===== src/rtl/pwm_pkg.sv =====
// rtl/pwm_pkg.sv - shared constants and FSM state encodings for the PWM capture block
package pwm_pkg;

   localparam int CTR_LEN_DEF  = 16;
   localparam int FILT_LEN_DEF = 3;

   typedef logic [1:0] pwm_state_t;

   localparam logic [1:0] ST_IDLE = 2'd0;
   localparam logic [1:0] ST_HIGH = 2'd1;
   localparam logic [1:0] ST_LOW  = 2'd2;

endpackage


===== src/rtl/pwm_capture_if.sv =====
// rtl/pwm_capture_if.sv - measurement result bus (width/period/valid/timeout) of pwm_capture
interface pwm_capture_if
   import pwm_pkg::*;
#(
   parameter int CTR_LEN = CTR_LEN_DEF
);

   logic [CTR_LEN-1:0] width;
   logic [CTR_LEN-1:0] period;
   logic               valid;
   logic               timeout;

   modport master (output width, output period, output valid, output timeout);
   modport slave  (input  width, input  period, input  valid, input  timeout);

endinterface


===== src/rtl/pwm_edge_sync.sv =====
// rtl/pwm_edge_sync.sv - pwm_in synchronizer, optional glitch filter and registered edge detect
// Optional filter enabled by macro PWM_CAPTURE_GLITCH_FILTER_EN.
module pwm_edge_sync
   import pwm_pkg::*;
#(
   parameter int FILT_LEN = FILT_LEN_DEF
) (
   input  logic clk,
   input  logic rst,
   input  logic din,
   output logic level,
   output logic rise,
   output logic fall
);

   if (FILT_LEN < 1) begin : g_bad_filt_len
      $error("pwm_edge_sync: FILT_LEN must be at least 1");
   end

   logic s1;
   logic sync;
   logic sv1;
   logic sv2;
   logic seen_low;
   logic src;
   logic src_d;

   // sv1/sv2 mark when sync holds a real sample rather than its reset value;
   // rises are only trusted once a genuine low has been seen, so a pulse
   // already high when reset releases is never mistaken for an edge.
   always_ff @(posedge clk or negedge rst) begin
      if (!rst) begin
         s1       <= 1'b0;
         sync     <= 1'b0;
         sv1      <= 1'b0;
         sv2      <= 1'b0;
         seen_low <= 1'b0;
      end else begin
         s1       <= din;
         sync     <= s1;
         sv1      <= 1'b1;
         sv2      <= sv1;
         seen_low <= seen_low | (sv2 & ~sync);
      end
   end

`ifdef PWM_CAPTURE_GLITCH_FILTER_EN
   localparam int FCW = $clog2(FILT_LEN + 1);

   logic           filt;
   logic [FCW-1:0] fcnt;

   always_ff @(posedge clk or negedge rst) begin
      if (!rst) begin
         filt <= 1'b0;
         fcnt <= '0;
      end else if (sync == filt) begin
         fcnt <= '0;
      end else if (fcnt == FCW'(FILT_LEN - 1)) begin
         filt <= sync;
         fcnt <= '0;
      end else begin
         fcnt <= fcnt + 1'b1;
      end
   end

   assign src = filt;
`else
   assign src = sync;
`endif

   always_ff @(posedge clk or negedge rst) begin
      if (!rst) begin
         src_d <= 1'b0;
         rise  <= 1'b0;
         fall  <= 1'b0;
      end else begin
         src_d <= src;
         rise  <= seen_low & src & ~src_d;
         fall  <= src_d & ~src;
      end
   end

   assign level = src_d;

endmodule


===== src/rtl/pwm_capture.sv =====
// rtl/pwm_capture.sv - PWM high-time and period capture with saturation timeout
// Optional input glitch filter enabled by macro PWM_CAPTURE_GLITCH_FILTER_EN.
module pwm_capture
   import pwm_pkg::*;
#(
   parameter int CTR_LEN  = CTR_LEN_DEF,
   parameter int FILT_LEN = FILT_LEN_DEF
) (
   input  logic           clk,
   input  logic           rst,
   input  logic           pwm_in,
   pwm_capture_if.master  cap
);

   localparam logic [CTR_LEN-1:0] CNT_MAX = '1;
   localparam logic [CTR_LEN-1:0] CNT_ONE = {{(CTR_LEN-1){1'b0}}, 1'b1};

   logic level_unused;
   logic rise;
   logic fall;

   pwm_state_t         state;
   logic [CTR_LEN-1:0] hi_cnt;
   logic [CTR_LEN-1:0] per_cnt;
   logic [CTR_LEN-1:0] width_q;
   logic [CTR_LEN-1:0] period_q;
   logic               valid_q;
   logic               timeout_q;

   pwm_edge_sync #(
      .FILT_LEN (FILT_LEN)
   ) u_edge (
      .clk   (clk),
      .rst   (rst),
      .din   (pwm_in),
      .level (level_unused),
      .rise  (rise),
      .fall  (fall)
   );

   // The edge cycle is the first cycle of the new phase, so counters restart
   // at 1 on a rise and hi_cnt stops before the fall cycle is counted.
   always_ff @(posedge clk or negedge rst) begin
      if (!rst) begin
         state     <= ST_IDLE;
         hi_cnt    <= '0;
         per_cnt   <= '0;
         width_q   <= '0;
         period_q  <= '0;
         valid_q   <= 1'b0;
         timeout_q <= 1'b0;
      end else begin
         valid_q   <= 1'b0;
         timeout_q <= 1'b0;
         case (state)
            ST_IDLE: begin
               hi_cnt  <= '0;
               per_cnt <= '0;
               if (rise) begin
                  state   <= ST_HIGH;
                  hi_cnt  <= CNT_ONE;
                  per_cnt <= CNT_ONE;
               end
            end
            ST_HIGH: begin
               if (per_cnt == CNT_MAX) begin
                  timeout_q <= 1'b1;
                  state     <= ST_IDLE;
                  hi_cnt    <= '0;
                  per_cnt   <= '0;
               end else if (fall) begin
                  state   <= ST_LOW;
                  per_cnt <= per_cnt + CNT_ONE;
               end else begin
                  hi_cnt  <= hi_cnt + CNT_ONE;
                  per_cnt <= per_cnt + CNT_ONE;
               end
            end
            ST_LOW: begin
               // A rise on the saturation cycle still closes a valid period.
               if (rise) begin
                  width_q  <= hi_cnt;
                  period_q <= per_cnt;
                  valid_q  <= 1'b1;
                  state    <= ST_HIGH;
                  hi_cnt   <= CNT_ONE;
                  per_cnt  <= CNT_ONE;
               end else if (per_cnt == CNT_MAX) begin
                  timeout_q <= 1'b1;
                  state     <= ST_IDLE;
                  hi_cnt    <= '0;
                  per_cnt   <= '0;
               end else begin
                  per_cnt <= per_cnt + CNT_ONE;
               end
            end
            default: begin
               state   <= ST_IDLE;
               hi_cnt  <= '0;
               per_cnt <= '0;
            end
         endcase
      end
   end

   assign cap.width   = width_q;
   assign cap.period  = period_q;
   assign cap.valid   = valid_q;
   assign cap.timeout = timeout_q;

endmodule


===== src/flat_wrapper.sv =====
// flat-port wrapper written by rule: the top's interface ports become plain ports
module pwm_capture_flat import pwm_pkg::*;
#(
   parameter int CTR_LEN  = CTR_LEN_DEF,
   parameter int FILT_LEN = FILT_LEN_DEF
)
  (clk, rst, pwm_in, cap_width, cap_period, cap_valid, cap_timeout);
  pwm_capture_if #(.CTR_LEN(CTR_LEN)) cap_i ();
  input  logic clk;
  input  logic rst;
  input  logic pwm_in;
  output wire logic [$bits(cap_i.width)-1:0] cap_width;
  output wire logic [$bits(cap_i.period)-1:0] cap_period;
  output wire logic [$bits(cap_i.valid)-1:0] cap_valid;
  output wire logic [$bits(cap_i.timeout)-1:0] cap_timeout;
  assign cap_width = cap_i.width;
  assign cap_period = cap_i.period;
  assign cap_valid = cap_i.valid;
  assign cap_timeout = cap_i.timeout;
  pwm_capture #(.CTR_LEN(CTR_LEN), .FILT_LEN(FILT_LEN)) u_core (.clk(clk), .rst(rst), .pwm_in(pwm_in), .cap(cap_i));
endmodule

===== config.mk =====
export PLATFORM = sky130hd
export DESIGN_NAME = pwm_capture_flat
export DESIGN_NICKNAME = d
export VERILOG_FILES = /design/src/rtl/pwm_pkg.sv /design/src/rtl/pwm_capture_if.sv /design/src/rtl/pwm_edge_sync.sv /design/src/rtl/pwm_capture.sv /design/src/flat_wrapper.sv
export SDC_FILE = /design/constraint.sdc
export NUM_CORES = 1
export LEC_CHECK = 0
export CAP_MARGIN = 0
export CORE_MARGIN = 2
export CORE_UTILIZATION = 40
export DETAILED_ROUTE_END_ITERATION = 8
export MAX_ROUTING_LAYER = met4
export PLACE_DENSITY_LB_ADDON = 0.3
export REMOVE_ABC_BUFFERS = 1
export SYNTH_ARGS = -nofsm -noshare
export SYNTH_HDL_FRONTEND = slang
export SYNTH_SLANG_ARGS = --single-unit

===== constraint.sdc =====
create_clock -name clk -period 2.5 [get_ports clk]
set_clock_uncertainty 0.2 [all_clocks]
set_input_delay 0.25 -clock clk [delete_from_list [all_inputs] [get_ports clk]]
set_output_delay 0.25 -clock clk [all_outputs]
set_load 0.005 [all_outputs]

==> results.yml <==
routing:
  drt_iter0_drc: 78
  drc: 0
  wire_per_inst_um: 14.82
  vias: 2433
  viasPerCell: 5.266
  ant_nets: 0
  totalWireLength_um: 6846
  first_pass_iters: 4
synth:
  synth_edf_count: 0
  synth_area_sq_mm: 0.003520
  synth.yosys.seq_area_share: 0.5403
  yosys.area.top_type: "dfrtp_1"
  yosys.cell_types.count: 52
  synth.area.top_cells: "dfrtp_1 54%, mux2_2 9.9%, nor2_1 2.7%"
  synth_warnings: 0
  syn_area_per_cell_sq_um: 11.46
  async_reset_ff_frac: 1.000
  yosysTopAreaCellShare: 0.5403
  ys_ff_latch: 76
  ys.flop_type: "dfrtp_1"
  syn_inst: 307
place:
  place_congestion: 0.8271
  io_buffers: 36
  dp_hpwl_um: 4665
setup_path:
  max_stage_delay_ns: 0.51
  start_kind: "flop"
  worstPathRequired_ns: 2.57
  end_kind: "flop"
  worstSetupPathType: "flop to flop"
  cp_max_fo: 7
  worst_path_max_delay_cell: "or4_1"
  cp_cell_sequence: "inv_1 > ha_1 > nor2b_1 > or3_4 > or4_1 > a21oi_1"
  critPathArrivalTime_ns: 2.37
pwr:
  p_leak_nw: 1.935
  swShare: 0.3049
  internal-power_mw: 2.201
  p_clk_frac: 0.310
  p_comb_frac: 0.246
  finalPower_mw: 3.167
  switchingPower_mw: 0.9656
  vdd_drop_max_v: 0.0003545
  p_seq_frac: 0.443
  power.density_mw_per_mm2: 747.1
status:
  outcome: "complete, no violations"
grt:
  grt_usage: 0.1610
  grt_max_degree: 41
  antenna_found_initial: 0
  grt_pass1_wl_um: 11920
  grt_pass1_vias: 2454
  overflow: 0
sta:
  min_period_ns: 2.298
  rsz0062_at_grt: "no"
  setup_viol: 0
  setup_tns_ns: 0
  min_period_over_period: 0.9192
  finalMaxSlewViolations: 0
  fmax_mhz: 435.2
  hold_viol: 0
cts:
  cts.sinks: 76
  htreeDepth: 3
  cts_resized: 0
  clk_latency_ns: 0.35
  cts_tree: "done"
  numCtsBuffers: 9
  cts-root-buf: "clkbuf_8"
  clkTransAtPathRegs_ns: 0.08
  cts_max_path_buffers: 2
floorplan:
  die_w_um: 97.81
  start_util: 0.4076
  fp.coreArea_sq_mm: 0.008636
  die_h_um: 97.81
  io_pins: 37
  rows: 34
  die_area_sq_mm: 0.009566
final_layout:
  antenna_cells: 0
  area_delta_synth_final_pct: 20.44
  nNetsFinal: 360
  layout-drive-gt1-share: 0.1780
job:
  max_cap_violations: 0
min_path:
  min_path_type: "input port to flop"
[power groups by stage]
stage | logic [mW] | registers, mW | clock network, mW
after floorplan | 0.482 | 1.42 | 0
after global placement | 0.777 | 1.43 | 0
after detailed placement | 0.785 | 1.43 | 0
after CTS | 0.790 | 1.41 | 1.00
after global routing | 0.887 | 1.42 | 1.06
final | 0.780 | 1.40 | 0.982
[metrics by stage]
step | instance area, sq um | cells | utilization | worst slack, ns | hold slack (ns)
2_1_floorplan | 3461 | 295 | - | 0.2715 | -0.2456
6_report | 4239 | 462 | 0.4909 | 0.2020 | 0.1446
3_3_place_gp | 4019 | 446 | 0.4654 | 0.2764 | 0.04702
4_1_cts | 4239 | 462 | 0.4909 | 0.2033 | 0.1381
5_1_grt | 4239 | 462 | 0.4909 | 0.07258 | 0.1339
3_5_place_dp | 4019 | 446 | 0.4654 | 0.2334 | 0.04727
[path summary, 6_finish.rpt]
check,from,to,slack (ns),depth (start not counted)
worst max-delay path,u_core.state[0],u_core.hi_cnt[14],0.20,6
worst min-delay path,pwm_in,u_core.u_edge.s1,0.14,1
worst max register to register,u_core.state[0],u_core.hi_cnt[14],0.20,6
worst min register to register,u_core.u_edge.sv1,u_core.u_edge.sv2,0.15,0
max in group asynchronous,rst,u_core.cap.period[10],1.33,3
min in group asynchronous,rst,u_core.cap.width[10],0.20,2
[cell families (layout without fill, tap and decap cells)]
| family | Yosys count | count (layout) | share of synthesized area |
|---|---|---|---|
| DFF | 76 | 76 | 0.5403 |
| buffers and inverters | 21 | 68 | 0.02631 |
| AOI/OAI and AO/OA | 47 | 47 | 0.08532 |
| muxes | 34 | 34 | 0.1077 |
| adders and majority gates | 7 | 7 | 0.02488 |
| and+or+nand+nor | 107 | 107 | 0.1795 |
| xor gates and xnor gates | 14 | 14 | 0.03484 |
| other | 1 | 1 | 0.001065 |
[placed cells by master (no fill, tap or decap), drive strengths merged, types with 2 or more instances in the layout]
cell	Yosys	layout
dfrtp	76	76
clkdlybuf4s50	0	35
mux2	31	31
nor2	26	26
nand2	17	17
a21oi	17	17
clkbuf	8	12
nand3	10	10
nor4	10	10
inv	9	9
xnor2	9	9
o21ai	9	9
nor3	8	8
buf	4	8
nand4	8	8
ha	7	7
xor2	5	5
or3	5	5
and3	4	4
and2	4	4
and4	4	4
a31oi	4	4
nor2b	3	3
mux2i	3	3
o211a	3	3
a21o	2	2
a41oi	2	2
clkinvlp	0	2
or4	2	2
[sequential cells by signal (all words and copies together) (netlist names), 2 cells and up]
register           cells
u_core.cap.period     16
u_core.hi_cnt         16
u_core.state           2
u_core.per_cnt        16
u_core.cap.width      16
[synth_stat cells (2+ instances only)]
library cell	n
dfrtp_1	76
and3_1	4
o21ai_0	9
inv_1	9
a41oi_1	2
or3_1	4
xnor2_1	9
buf_2	2
and2_1	4
ha_1	7
nand3_1	10
mux2i_1	3
a21oi_1	17
a21o_1	2
nor3_1	8
o211a_1	3
and4_1	4
nand4_1	6
nand2_1	17
clkbuf_1	8
xor2_1	5
nor4_1	9
nor2b_1	3
nor2_1	25
mux2_2	31
a31oi_1	4
[per-layer routing]
layer	share of wire	global-route usage	up-vias
li1	-	-	1194
met5	0	-	-
met1	0.46	0.1985	1177
met3	0.041	0.04152	12
met4	0.015	0.06624	0
met2	0.48	0.2541	50
[worst max-delay path: cells and delay by family, from the launching register on]
family / cells / cell delay (ns)
and+or+nand+nor: 3 / 1.12
DFF: 1 / 0.41
adders and majority gates: 1 / 0.24
AOI/OAI and AO/OA: 1 / 0.15
buffers and inverters: 1 / 0.09
[final cells by class]
class	count	area [sq um]
Sequential cell	76	1902
Fill cell	770	4397
Inverter	9	33.78
Clock inverter	3	45.04
Clock buffer	12	165.2
Multi-Input combinational cell	210	1525
Tap cell	108	135.1
Timing Repair Buffer	44	432.9
[what timing repair did]
action	4_1_cts	5_1_grt
endpoints found under the hold margin	36	0
buffers inserted	0	0
hold buffers	1	0
No activity file was read; power rests on OpenSTA's default activity.
